**config.mk**
```make
export PLATFORM = sky130hd
export DESIGN_NAME = readout_sequencer
export DESIGN_NICKNAME = d
export VERILOG_FILES = /design/src/rtl/readout_pkg.sv /design/src/rtl/next_channel_sel.sv /design/src/rtl/readout_sequencer.sv
export SDC_FILE = /design/constraint.sdc
export NUM_CORES = 1
export LEC_CHECK = 0
export BUFFER_PORTS_ARGS = -buffer_cell sky130_fd_sc_hd__buf_2
export CORE_ASPECT_RATIO = 0.9
export CORE_UTILIZATION = 53
export CTS_CLUSTER_SIZE = 24
export DETAILED_ROUTE_END_ITERATION = 10
export PLACE_DENSITY = 0.76
export SYNTH_ARGS = -nofsm -noshare
export SYNTH_HDL_FRONTEND = slang
export SYNTH_SLANG_ARGS = --single-unit
```
**constraint.sdc**
```tcl
create_clock -name clk -period 3.1 [get_ports clk]
set_clock_uncertainty 0.05 [all_clocks]
set_input_delay 0.62 -clock clk [delete_from_list [all_inputs] [get_ports clk]]
set_output_delay 0.62 -clock clk [all_outputs]
set_load 0.1 [all_outputs]
```
**src/rtl/readout_pkg.sv**
```systemverilog
// Shared types, parameter defaults and elaboration helpers for the readout sequencer.
package readout_pkg;

    localparam int unsigned DEF_PACKAGE_LENGTH = 518;
    localparam int unsigned DEF_MEMORY_DEPTH   = 24576;
    localparam int unsigned DEF_N_CHANNELS     = 16;
    localparam int unsigned DEF_PILEUP_W       = 6;

    typedef enum logic [1:0] {
        IDLE   = 2'd0,
        LOAD   = 2'd1,
        READ   = 2'd2,
        RETIRE = 2'd3
    } state_t;

    // Ceiling log2 for elaboration-time width derivation.
    function automatic int unsigned clog2(input int unsigned value);
        int unsigned r;
        r = 0;
        for (int i = 0; i < 32; i++) begin
            if ((64'(1) << i) < 64'(value)) begin
                r = 32'(i + 1);
            end
        end
        return r;
    endfunction

endpackage

```
**src/rtl/next_channel_sel.sv**
```systemverilog
// Finds the lowest enabled channel above cur_id (or from channel 0 when from_start is set).
module next_channel_sel #(
    parameter int unsigned N_CHANNELS = 16,
    parameter int unsigned CW         = 4
) (
    input  logic [N_CHANNELS-1:0] mask,
    input  logic [CW-1:0]         cur_id,
    input  logic                  from_start,
    output logic [CW-1:0]         next_id,
    output logic                  last
);

    // Descending scan so the lowest qualifying channel wins; last means none qualified.
    always_comb begin
        next_id = '0;
        last    = 1'b1;
        for (int i = int'(N_CHANNELS) - 1; i >= 0; i--) begin
            if (mask[i] && (from_start || (i > int'(cur_id)))) begin
                next_id = CW'(i);
                last    = 1'b0;
            end
        end
    end

endmodule

```
**src/rtl/readout_sequencer.sv**
```systemverilog
// Walks a ring buffer one event at a time, emitting one fixed-length package per enabled channel.
module readout_sequencer
    import readout_pkg::*;
#(
    parameter  int unsigned PACKAGE_LENGTH = DEF_PACKAGE_LENGTH,
    parameter  int unsigned MEMORY_DEPTH   = DEF_MEMORY_DEPTH,
    parameter  int unsigned N_CHANNELS     = DEF_N_CHANNELS,
    parameter  int unsigned PILEUP_W       = DEF_PILEUP_W,
    localparam int unsigned AW             = clog2(MEMORY_DEPTH),
    localparam int unsigned CW             = (clog2(N_CHANNELS) > 1) ? clog2(N_CHANNELS) : 1,
    localparam int unsigned LW             = clog2(PACKAGE_LENGTH + 1)
) (
    input  logic                  clk,
    input  logic                  live_rising,
    input  logic                  read_start,
    input  logic [N_CHANNELS-1:0] ch_enable,
    input  logic                  out_ready,
    output logic                  ren,
    output logic [AW-1:0]         raddr,
    output logic [CW-1:0]         input_id,
    output logic                  sop,
    output logic                  eop,
    output logic                  event_done,
    output logic [PILEUP_W-1:0]   n_pileup,
    output logic                  overflow
);

    if (PACKAGE_LENGTH < 1 || PACKAGE_LENGTH > MEMORY_DEPTH) begin : g_bad_length
        $error("PACKAGE_LENGTH must be within 1..MEMORY_DEPTH");
    end
    if (N_CHANNELS < 1 || N_CHANNELS > 64) begin : g_bad_channels
        $error("N_CHANNELS must be within 1..64");
    end

    localparam logic [PILEUP_W-1:0] PILE_MAX = '1;

    state_t                  state, state_nx;
    logic [N_CHANNELS-1:0]   mask_q;
    logic [LW-1:0]           cnt;
    logic [AW-1:0]           base_addr;
    logic [AW-1:0]           raddr_inc;
    logic [AW:0]             base_sum;
    logic [AW-1:0]           base_nx;
    logic [CW-1:0]           nxt_id, first_id;
    logic                    nxt_last, first_none;
    logic                    pile_inc, pile_dec;

    next_channel_sel #(.N_CHANNELS(N_CHANNELS), .CW(CW)) u_next (
        .mask       (mask_q),
        .cur_id     (input_id),
        .from_start (1'b0),
        .next_id    (nxt_id),
        .last       (nxt_last)
    );

    // First-channel lookup works on the live mask because it is latched in the same cycle.
    next_channel_sel #(.N_CHANNELS(N_CHANNELS), .CW(CW)) u_first (
        .mask       (ch_enable),
        .cur_id     (CW'(0)),
        .from_start (1'b1),
        .next_id    (first_id),
        .last       (first_none)
    );

    assign ren = (state == READ) && out_ready;
    assign sop = ren && (cnt == '0);
    assign eop = ren && (cnt == LW'(PACKAGE_LENGTH - 1));

    assign raddr_inc = (raddr == AW'(MEMORY_DEPTH - 1)) ? '0 : raddr + AW'(1);
    assign base_sum  = {1'b0, base_addr} + (AW+1)'(PACKAGE_LENGTH);
    assign base_nx   = (base_sum >= (AW+1)'(MEMORY_DEPTH)) ?
                       AW'(base_sum - (AW+1)'(MEMORY_DEPTH)) : AW'(base_sum);

    assign pile_inc = read_start;
    assign pile_dec = (state == RETIRE);

    always_ff @(posedge clk) begin
        if (live_rising) begin
            state <= IDLE;
        end else begin
            state <= state_nx;
        end
    end

    always_comb begin
        state_nx = state;
        case (state)
            IDLE:    if (n_pileup != '0) state_nx = LOAD;
            LOAD:    state_nx = first_none ? RETIRE : READ;
            READ:    if (eop && nxt_last) state_nx = RETIRE;
            RETIRE:  state_nx = IDLE;
            default: state_nx = IDLE;
        endcase
    end

    // Read pointer, package word counter, channel cursor and event base address.
    always_ff @(posedge clk) begin
        if (live_rising) begin
            mask_q    <= '0;
            input_id  <= '0;
            raddr     <= '0;
            cnt       <= '0;
            base_addr <= '0;
        end else begin
            case (state)
                LOAD: begin
                    mask_q   <= ch_enable;
                    input_id <= first_id;
                    raddr    <= base_addr;
                    cnt      <= '0;
                end
                READ: begin
                    if (ren) begin
                        if (!eop) begin
                            raddr <= raddr_inc;
                            cnt   <= cnt + LW'(1);
                        end else if (!nxt_last) begin
                            input_id <= nxt_id;
                            raddr    <= base_addr;
                            cnt      <= '0;
                        end
                    end
                end
                RETIRE:  base_addr <= base_nx;
                default: ;
            endcase
        end
    end

    always_ff @(posedge clk) begin
        if (live_rising) begin
            event_done <= 1'b0;
        end else begin
            event_done <= (state == RETIRE);
        end
    end

    // Pending-event counter; a start arriving with the counter full and no retire is dropped.
    always_ff @(posedge clk) begin
        if (live_rising) begin
            n_pileup <= '0;
            overflow <= 1'b0;
        end else if (pile_inc && !pile_dec) begin
            if (n_pileup == PILE_MAX) begin
                overflow <= 1'b1;
            end else begin
                n_pileup <= n_pileup + PILEUP_W'(1);
            end
        end else if (pile_dec && !pile_inc) begin
            n_pileup <= n_pileup - PILEUP_W'(1);
        end
    end

endmodule

```
# == Yosys cells after proc, flatten, opt, wreduce, memory -nomap -nowiden ==
# Cells that the tools add are included.
# Widths: inputs -> output; s select.
# op_classes
n_addsub,6
n_lt_le_gt_ge,16
n_eq_ne,13
muxes,83
reduce_logical,33
# ops
cell,n
$mux 4,34
$mux 15,5
$gt 4x4->1 const A,8
$mux 1,32
$mux 10,3
$pmux 15 s2,1
$logic_and 1x1->1,21
$pmux 10 s2,1
$mux 6,3
$add 15x10->16 const B,1
$ge 16x15->1 const B,1
$gt 3x4->1 const A,4
$add 15x1->15 const B,1
$eq 15x15->1 const B,1
$sub 15x15->15 const B,1
$add 10x1->10 const B,1
$eq 10x10->1 const B,1
$logic_not 10->1,1
$ne 2x2->1 const B,5
$gt 2x4->1 const A,2
$pmux 2 s4,1
$pmux 4 s2,1
$add 6x1->6 const B,1
$eq 6x6->1 const B,1
other kinds (14),20
# totals
ff_bits,70
in_bits,20

# == Longest topological paths before layout ==
# Gate-level depths: netlist of the first run.
# depth
word_depth,21
mapped_depth,14
mapped_depth_nobuf,13

# == Hierarchy ==
# From an unflattened synthesis of the first run, not the netlist that was laid out.
# unflattened
hier_cells,628
hier_area_um2,4854.7
# by_module_without_submodules
module,instances,cells_per_inst,area_each_um2
readout_sequencer,1,464,3813.7
next_channel_sel,2,82,520.5

# == Worst setup path after synthesis of the first run ==
# Ideal clock, no wire load.
# synth_timing
kind,reg-to-output
startpoint,reg state[0]
endpoint,out sop
arrival_time_ns,3.877
slack_ns,-1.447
stages_incl_launch_ff,6
cell_sequence,dfxtp_1 inv_1 ha_1 clkbuf_1 nand2_1 nor4_1
# synth_via
elab_chain_cells,3
# synth_rtl
item,line,text
"start, declared",readout_sequencer.sv:37,"state_t state, state_nx;"
"start signal, assigned",readout_sequencer.sv:81,state <= state_nx;
$eq 2x2->1,readout_sequencer.sv:65,assign ren = (state == READ) && out_ready;
$logic_and 1x1->1,readout_sequencer.sv:65,
$logic_and 1x1->1,readout_sequencer.sv:66,assign sop = ren && (cnt == '0);
"end, declared",readout_sequencer.sv:21,"output logic sop,"
# Every way passes these cells.

# == Final worst setup path of the first run ==
# layout_timing
startpoint,reg base_addr[1]
endpoint,reg base_addr[14]
# layout_via
elab_chain_cells,3
elab_cells_between_ends,4
classes_between,add/sub (2); order compare (1); mux (1)
# layout_rtl
item,line,text
"start, declared",readout_sequencer.sv:40,logic [AW-1:0] base_addr;
"start signal, assigned",readout_sequencer.sv:124,RETIRE: base_addr <= base_nx;
$add 15x10->16 (*),readout_sequencer.sv:70,"assign base_sum = {1'b0, base_addr} + (AW+1)'(PACKAGE_LENGTH);"
$sub 15x15->15 or $ge 16x15->1 (tied branches),"readout_sequencer.sv:72, readout_sequencer.sv:71",
$mux 15 (*),readout_sequencer.sv:71,assign base_nx = (base_sum >= (AW+1)'(MEMORY_DEPTH)) ?
# Mark *: on every way between the ends. The rest lies on a longest branch, timed or not.
# A chain may end at the register's enable or synchronous reset.

==> results.cfg, run 1 <==
[finish]
finalInstanceArea_mm2 = 0.00490
antenna_cell_count = 0
post_route_cells_drive_above_1_share_pct = 16.6
final_core_util_pct = 63.7
area_delta_synth_final_pct = 14.3
nNetsFinal = 633
commonest_non_fill_non_tap_cell_in_the_layout = nor2_1
layout_common_cells = 74 x nor2_1, 66 x dfxtp_1, 52 x a21oi_1

[sta]
fin_hold_ws_ns = 0.438
fmax_mhz = 336
timing_hold_violations_final = 0
post-route-min-period_ns = 2.97
fin_crit_sh_pct = 95.9
timing.final.max_slew_violations = 0
fin_tns_setup_ns = 0
worst_pin_slew_ns = 0.724
headroom_to_the_max_slew_limit_pct = 51.5
setup_viol = 0

[floorplanning]
initial_core_util_pct = 55.7
floorplan.rows = 30
fp.dieArea_mm2 = 0.00845
boundaryPins = 50
die_w_um = 96.8
die_height_um = 87.3
design.core.area_mm2 = 0.00769

[cts]
clock_latency_ns = 0.35
cts.htree.levels = 3
cts_root_buffer = clkbuf_8
postCtsHoldBufs = 0
cts.clk_slew.worst_paths_ns = 0.07
clock_tree.buffer_depth = 2
number_of_buffers_added_by_the_clock_tree_synthesis_step = 9
clock-sinks = 68
tritoncts = yes

[setup_path]
critical_path_class = reg2reg
critical_path.max_stage_delay_ns = 0.40
worstPathArrival_ns = 3.20
crit_top_cell = ha_1
series_of_cell_instances_along_the_critical_path = inv_1 > ha_1 > and4b_1 > a21oi_1 > nor3b_2 > xor2_1 > ha_1 > nand2_1 > a221o_1 > nor3_2 > o2111ai_2 > a211o_1 > o21ai_1
cp_max_stage_cell = dfxtp_1
crit_buf_inv = 1
data_required_time_of_the_worst_path_ns = 3.33
timing.critical_path.max_delay_family = compound AO/OA/AOI/OAI gates
path_max_fanout = 5
setup.worst_path.start_class = flip-flop
critical_path.endpoint_type = flip-flop

[global_route]
number_of_antenna_violations_at_the_first_check_in_global_routing = 0
grt_start_max_net_pins = 38
grt_pass1_wl_mm = 18.5
grt.met1_usage_pct = 32.2
grtUsageTotal_pct = 26.7
number_of_global_route_vias_before_repair = 4118
grt-busiest-layer = met2
globalRoute.totalOverflow = 0
globalRouteMet3Util_pct = 5.22
fraction_of_met2_tracks_used_by_global_routing_pct = 45.8

[yosys]
synth_seq_area_share_pct = 31.8
synth_edf_count = 0
synthDistinctLibCells = 71
netlist_instances = 556
syn-cell-area_mm2 = 0.00429
synth_ff_type = dfxtp_1
yosysWarningCount = 0
postSynth.asyncResetShare_pct = 0
postSynthNetCount = 593
avgSynthCellArea_um2 = 7.71
ys_ff_latch = 68

[run_status]
status = complete, no violations

[job]
max_cap_viol_count = 0

[route]
drt-pass1-iter-count = 6
drt_wl_total_mm = 11.0
avgRoutedWirePerCell_um = 15.8
drc = 0
first_iter_violations = 245
route.antenna.remaining_nets = 0
post_drt_via_cell_ratio = 6.28
vias = 4377

[power_and_ir_drop]
p_per_area_mw_per_mm2 = 807
static-leakage-power_uw = 0.00194
final_total_power_uw = 3950
ir_drop_mv = 0.857

[placement]
gp_routability_congestion = 0.907
place.port_buffers = 49
placedInstanceArea_mm2 = 0.00466
detailed_place_hpwl_mm = 7.59

[min_path]
worst_hold_path_type = reg2reg
[worst reg2reg max path, cell delays in order, from the launching register on]
cell       delay [ns]
dfxtp_1          0.40
inv_1            0.06
ha_1             0.21
and4b_1          0.28
a21oi_1          0.14
nor3b_2          0.26
xor2_1           0.18
ha_1             0.17
nand2_1          0.06
a221o_1          0.28
nor3_2           0.22
o2111ai_2        0.20
a211o_1          0.30
o21ai_1          0.12
[cell type report]
cell class / instances / area, um2
fill: 668 / 2800
multi-input combinational: 431 / 2730
sequential: 68 / 1360
timing repair buffer: 65 / 393
clock buffer: 11 / 141
tap: 96 / 120
inverter: 21 / 80.1
clock inverter: 5 / 75.1
[path summary, 6_finish.rpt]
kind / cells past startpoint / slack, ns / from / endpoint
max: 13 / 0.13 / base_addr[1] / base_addr[14]
min: 2 / 0.44 / overflow / overflow
max reg2reg: 13 / 0.13 / base_addr[1] / base_addr[14]
min reg2reg: 2 / 0.44 / overflow / overflow
[power by group]
group	total, uW	switching, uW	internal [uW]	leakage (uW)
Combinational	1890	1300	596	0.00127
Clock	817	345	472	0.000113
Sequential	1240	235	1010	0.000554
Total	3950	1880	2080	0.00194
[metal layers]
layer  vias up  routed length (um)
met2       200                5260
met5         -                   0
met4         0                 308
li1       2097                   -
met1      2042                4730
met3        38                 714
[logic make-up (layout without fill, tap and decap cells)]
group,Yosys count,count (layout),synth area share [%]
buffers and inverters,57,102,5.52
AND/OR/NAND/NOR,226,226,25.9
adder cells (fa/ha/maj),17,17,5.14
XOR/XNOR,16,16,3.27
multiplexers,22,22,5.14
flip-flops,68,68,31.8
AO/OA/AOI/OAI,150,150,23.3
[cell usage after synthesis, types with 5 or more instances]
master	number	share of area [%]
nor2_1	74	6.5
dfxtp_1	68	32
a21oi_1	52	6.1
nand2_1	45	3.9
clkbuf_1	28	2.5
o21ai_0	24	2.8
mux2i_1	22	5.1
nand3_1	21	2.5
nor3_1	21	2.5
inv_1	20	1.8
ha_1	16	4.7
nand4_1	10	1.5
or3_1	10	1.5
xnor2_1	9	1.8
a211oi_1	8	1.4
and3_1	8	1.2
o32ai_1	8	1.6
xor2_1	7	1.4
a31oi_1	6	0.88
nor4_1	6	0.88
a21o_1	5	0.88
nor4b_1	5	1.0
o31ai_1	5	0.88
[sequential cells by signal (all words and copies together) (netlist names)]
name and count:
base_addr 14, event_done 1, overflow 1, raddr 15
input_id 4, cnt 10, n_pileup 6, mask_q 15
state 2
[metrics by stage]
stage                     worst slack (ns)  std cells
final                                0.127        697
after global placement               0.196        680
after CTS                           0.0116        696
after detailed placement            0.0542        680
after floorplan                     0.0376        556
after global routing               -0.0530        697
[repair_timing]
item / in CTS / in global routing
endpoints found under the setup margin: 0 / 2
gates resized for setup: 0 / 5
setup buffers: 0 / 1
No activity file was read; power rests on OpenSTA's default activity.
==> run 2: changes to the inputs <==
Settings changed: CORE_UTILIZATION 53 to 55, CTS_BUF_LIST from default to sky130_fd_sc_hd__clkbuf_4 sky130_fd_sc_hd__clkbuf_8, PLACE_DENSITY 0.76 to 0.79.
==> results.cfg, run 2 (synthesis results as in run 1) <==
[setup_path]
worstPathArrival_ns = 3.15
crit_top_cell = nor3_2
timing.critical_path.max_delay_family = compound AO/OA/AOI/OAI gates
data_required_time_of_the_worst_path_ns = 3.34
critical_path_class = reg2reg
crit_buf_inv = 0
critical_path.endpoint_type = flip-flop
path_max_fanout = 11
series_of_cell_instances_along_the_critical_path = o2111a_1 > a21oi_1 > nor3_2 > xor2_1 > ha_1 > nand2_1 > a221o_1 > nor3_2 > o2111ai_2 > a211o_1 > o21ai_1
critical_path.max_stage_delay_ns = 0.50
cp_max_stage_cell = dfxtp_1
setup.worst_path.start_class = flip-flop

[run_status]
status = complete, no violations

[route]
route.met2.wl_mm = 5.65
route.antenna.remaining_nets = 0
post_drt_via_cell_ratio = 6.24
first_iter_violations = 236
maxUsedRoutingLayer = met4
vias = 4368
avgRoutedWirePerCell_um = 16.2
wl_met3_um = 629
drt_wl_total_mm = 11.3
drt-pass1-iter-count = 9
m1WireLength_mm = 4.75
drc = 0

[cts]
tritoncts = yes
number_of_buffers_added_by_the_clock_tree_synthesis_step = 9
postCtsHoldBufs = 0
clock_tree.buffer_depth = 2
cts_root_buffer = clkbuf_8
cts.clk_slew.worst_paths_ns = 0.07
clock-sinks = 68
cts.htree.levels = 3
clock_latency_ns = 0.36

[finish]
area_taken_by_multi_input_logic_gates_mm2 = 0.00273
antenna_cell_count = 0
layout_common_cells = 74 x nor2_1, 66 x dfxtp_1, 51 x a21oi_1
fillCellCount = 656
area_delta_synth_final_pct = 15.7
largest_registers = mask_q (15), raddr (15), base_addr (14)
nNetsFinal = 636
area.sequential_mm2 = 0.00136
commonest_non_fill_non_tap_cell_in_the_layout = nor2_1
finalInstanceArea_mm2 = 0.00496
post_route_cells_drive_above_1_share_pct = 17.4

[power_and_ir_drop]
netSwitchingFraction_pct = 46.2
power.sequential.fraction_pct = 30.0
ir_drop_mv = 0.652
combPwrFrac_pct = 46.4
net-switching-power_uw = 1900
p_int_uw = 2210
final_total_power_uw = 4110
static-leakage-power_uw = 0.00197
p_per_area_mw_per_mm2 = 829
clock_power_share_pct = 23.6

[sta]
post-route-min-period_ns = 2.91
fin_crit_sh_pct = 93.9
headroom_to_the_max_slew_limit_pct = 51.6
worst_pin_slew_ns = 0.723
timing.final.max_slew_violations = 0
unrepaired_setup_endpoints_after_global_routing = false
timing_hold_violations_final = 0
fin_ws_ns = 0.189
setup_viol = 0
fin_tns_setup_ns = 0
fmax_mhz = 343

[floorplanning]
die_height_um = 85.8
design.core.area_mm2 = 0.00754
boundaryPins = 50
die_w_um = 95.1
fp.dieArea_mm2 = 0.00815
floorplan.rows = 30
initial_core_util_pct = 56.8

[global_route]
number_of_antenna_violations_at_the_first_check_in_global_routing = 0
grt_start_max_net_pins = 42
globalRoute.totalOverflow = 0
number_of_global_route_vias_before_repair = 4091
grtUsageTotal_pct = 28.5
grt_pass1_wl_mm = 18.4

[placement]
placedInstanceArea_mm2 = 0.00466
place.port_buffers = 49
detailedPlace.worstSlack_ns = -0.0220
gp_routability_congestion = 0.931
detailed_place_hpwl_mm = 7.83

[job]
max_cap_viol_count = 0

[min_path]
worst_hold_path_type = reg2reg
==> run 2: area by class of cell <==
class                      count  share of cell area [%]
clock buffer                   9                    2.50
clock inverter                 7                    2.80
inverter                      21                    1.61
multi-input combinational    431                    55.0
sequential                    68                    27.5
tap                           96                    2.42
timing repair buffer          68                    8.13
==> run 2: final timing paths <==
check	slack [ns]	to	from	cells past startpoint
hold / removal	0.44	overflow	overflow	2
hold reg to reg	0.44	overflow	overflow	2
setup reg to reg	0.19	base_addr[14]	base_addr[3]	11
setup / recovery	0.19	base_addr[14]	base_addr[3]	11
==> run 2: power by group through the flow <==
stage          clock network, uW  logic, uW  registers (uW)
6_report                     971       1910            1230
5_1_grt                     1020       2040            1260
4_1_cts                      989       1900            1230
3_5_place_dp                   0       1880            1240
3_3_place_gp                   0       1840            1230
2_1_floorplan                  0       1120            1640
==> run 2: through the flow <==
| stage | util, % | hold slack [ns] | std cells |
|---|---|---|---|
| after detailed placement | 61.7 | 0.426 | 682 |
| after global placement | 61.7 | 0.422 | 682 |
| after CTS | 65.3 | 0.444 | 699 |
| after floorplan | - | 0.399 | 556 |
| final | 65.7 | 0.443 | 700 |
| after global routing | 65.7 | 0.489 | 700 |
==> run 2: timing repair <==
item                                    in CTS  in global routing
resized for setup                            0                  6
setup buffers                                1                  1
pin swaps                                    1                  2
endpoints found under the setup margin       1                  2
==> run 2: per-layer routing <==
metal	GRT usage, %	up-vias
li1	-	2112
met2	49.1	174
met4	14.2	0
met3	5.59	36
met1	33.4	2046
met5	0	-
==> run 2: tightest hold or removal path, delay by kind of cell, from the launching register on <==
family | cells | cell delay [ns]
simple gates | 1 | 0.08
compound gates | 1 | 0.04
flops | 1 | 0.33
==> run 3: changes to the inputs <==
Settings changed: CELL_PAD_IN_SITES_DETAIL_PLACEMENT from default to 1, CELL_PAD_IN_SITES_GLOBAL_PLACEMENT from default to 2, CORE_UTILIZATION 55 to 32, PLACE_DENSITY 0.79 to default, PLACE_DENSITY_LB_ADDON from default to 0.1.
==> results.cfg, run 3 (synthesis results as in run 1) <==
[min_path]
worst_hold_path.endpoint = overflow
worst_hold_path_type = reg2reg
hp-start = overflow
whs_path_depth = 2

[floorplanning]
initial_core_util_pct = 33.3
die_w_um = 124
floorplan.rows = 39
boundaryPins = 50
design.core.area_mm2 = 0.0129
die_height_um = 112
fp.dieArea_mm2 = 0.0139

[sta]
timing.final.max_slew_violations = 0
timing_hold_violations_final = 0
setup_viol = 0
fin_crit_sh_pct = 95.9
worst_pin_slew_ns = 0.798
post-route-min-period_ns = 2.97
fmax_mhz = 336
fin_hold_ws_ns = 0.434
headroom_to_the_max_slew_limit_pct = 46.6

[placement]
gp_routability_congestion = 0.806
placedInstanceArea_mm2 = 0.00477
detailed_place_hpwl_mm = 10.2
place.port_buffers = 49
dpl.cell_count = 753

[power_and_ir_drop]
ir_drop_mv = 0.471
static-leakage-power_uw = 0.00195
p_per_area_mw_per_mm2 = 794

[cts]
clock-sinks = 68
cts_root_buffer = clkbuf_8
clock_tree.buffer_depth = 2
number_of_buffers_added_by_the_clock_tree_synthesis_step = 9
clock_latency_ns = 0.36
cts.htree.levels = 3
tritoncts = yes
cts.clk_slew.worst_paths_ns = 0.08

[setup_path]
path_max_fanout = 6
setup.worst_path.start_class = flip-flop
cp_max_stage_cell = dfxtp_2
data_required_time_of_the_worst_path_ns = 3.34
crit_reg_reg_endpoint = base_addr[14]
critical_path.endpoint_type = flip-flop
worst_r2r_startpoint = base_addr[2]
crit_top_cell = ha_1
series_of_cell_instances_along_the_critical_path = inv_1 > ha_1 > and4b_1 > a21oi_1 > nor3b_2 > xor2_1 > ha_1 > nand2_1 > a221o_1 > nor3_2 > o2111ai_2 > a211o_1 > o21ai_1
r2r_setup_slack_ns = 0.13
rr_worst_depth = 13
timing.critical_path.max_delay_family = compound AO/OA/AOI/OAI gates
crit_buf_inv = 1
critical_path_class = reg2reg
worstPathArrival_ns = 3.21
critical_path.max_stage_delay_ns = 0.38

[finish]
layout_common_cells = 73 x nor2_1, 65 x dfxtp_1, 52 x a21oi_1
post_layout_nonfiller_instances = 769
area_delta_synth_final_pct = 16.2
post_route_cells_drive_above_1_share_pct = 17.7
nNetsFinal = 637
commonest_non_fill_non_tap_cell_in_the_layout = nor2_1
finalInstanceArea_mm2 = 0.00498
antenna_cell_count = 0
final_core_util_pct = 38.7
largest_registers = mask_q (15), raddr (15), base_addr (14)

[route]
avgRoutedWirePerCell_um = 17.9
drt-pass1-iter-count = 4
post_drt_via_cell_ratio = 5.57
route.antenna.remaining_nets = 0
vias = 4280
drc = 0
drt_wl_total_mm = 13.7
first_iter_violations = 196

[run_status]
status = complete, no violations

[global_route]
grt_start_max_net_pins = 26
grt_pass1_wl_mm = 21.9
number_of_antenna_violations_at_the_first_check_in_global_routing = 0
globalRoute.totalOverflow = 0
number_of_global_route_vias_before_repair = 4180
grtUsageTotal_pct = 20.4

[job]
max_cap_viol_count = 0
==> run 3: cell count changes in the layout (fill, tap and decap cells not counted), sizes merged <==
cell / previous run / this run
bufinv: 4 / 0
clkbuf: 9 / 15
clkinv: 4 / 2
buf: 68 / 69
==> run 3: tightest hold or removal path: stages, from the launching register on <==
cell and delay (ns):
dfxtp_1 0.33, a31oi_1 0.04, nor2_1 0.08
==> run 3: final cells by class <==
cell class,count,area [um2]
multi-input cells,431,2730
inverters,21,80.1
clock inverters,1,5.00
well taps,164,205
flip-flops and latches,68,1370
fillers,1584,7900
clock buffers,15,188
repair buffers,69,410
==> run 3: metal layers <==
| metal | part of all wire (%) | vias to the layer above | GRT usage (%) |
|---|---|---|---|
| li1 | - | 2110 | - |
| met1 | 51 | 2080 | 28.5 |
| met2 | 45 | 79 | 31.6 |
| met3 | 3.6 | 11 | 4.25 |
| met4 | 1.0 | 0 | 5.40 |
| met5 | 0 | - | 0 |
==> run 3: worst max path at each step <==
stage	cells after the start	startpoint	slack (ns)	endpoint
floorplan	14	base_addr[1]	0.04	base_addr[14]
global placement	11	base_addr[4]	0.22	base_addr[14]
detailed placement	11	base_addr[4]	0.07	base_addr[14]
CTS	11	base_addr[4]	0.02	base_addr[14]
global route	13	base_addr[2]	-0.05	base_addr[14]
finish	13	base_addr[2]	0.13	base_addr[14]
==> run 3: where the power goes <==
part	switching (uW)	internal, uW	total, uW
Clock	353	383	736
Sequential	236	1010	1240
Combinational	1370	609	1980
Total	1960	2000	3950
==> run 3: repair_timing <==
| action | in CTS | in global routing |
|---|---|---|
| resized for setup | 0 | 7 |
| hold buffers | 0 | 0 |
| endpoints found under the setup margin | 0 | 8 |
| setup buffers | 0 | 0 |
==> run 3: stage by stage <==
stage / total power [uW] / TNS [ns] / setup WS, ns
2_1_floorplan: 2760 / 0 / 0.0376
4_1_cts: 3990 / 0 / 0.0247
3_5_place_dp: 3230 / 0 / 0.0694
6_report: 3950 / 0 / 0.128
3_3_place_gp: 3200 / 0 / 0.219
5_1_grt: 4220 / -0.0496 / -0.0496
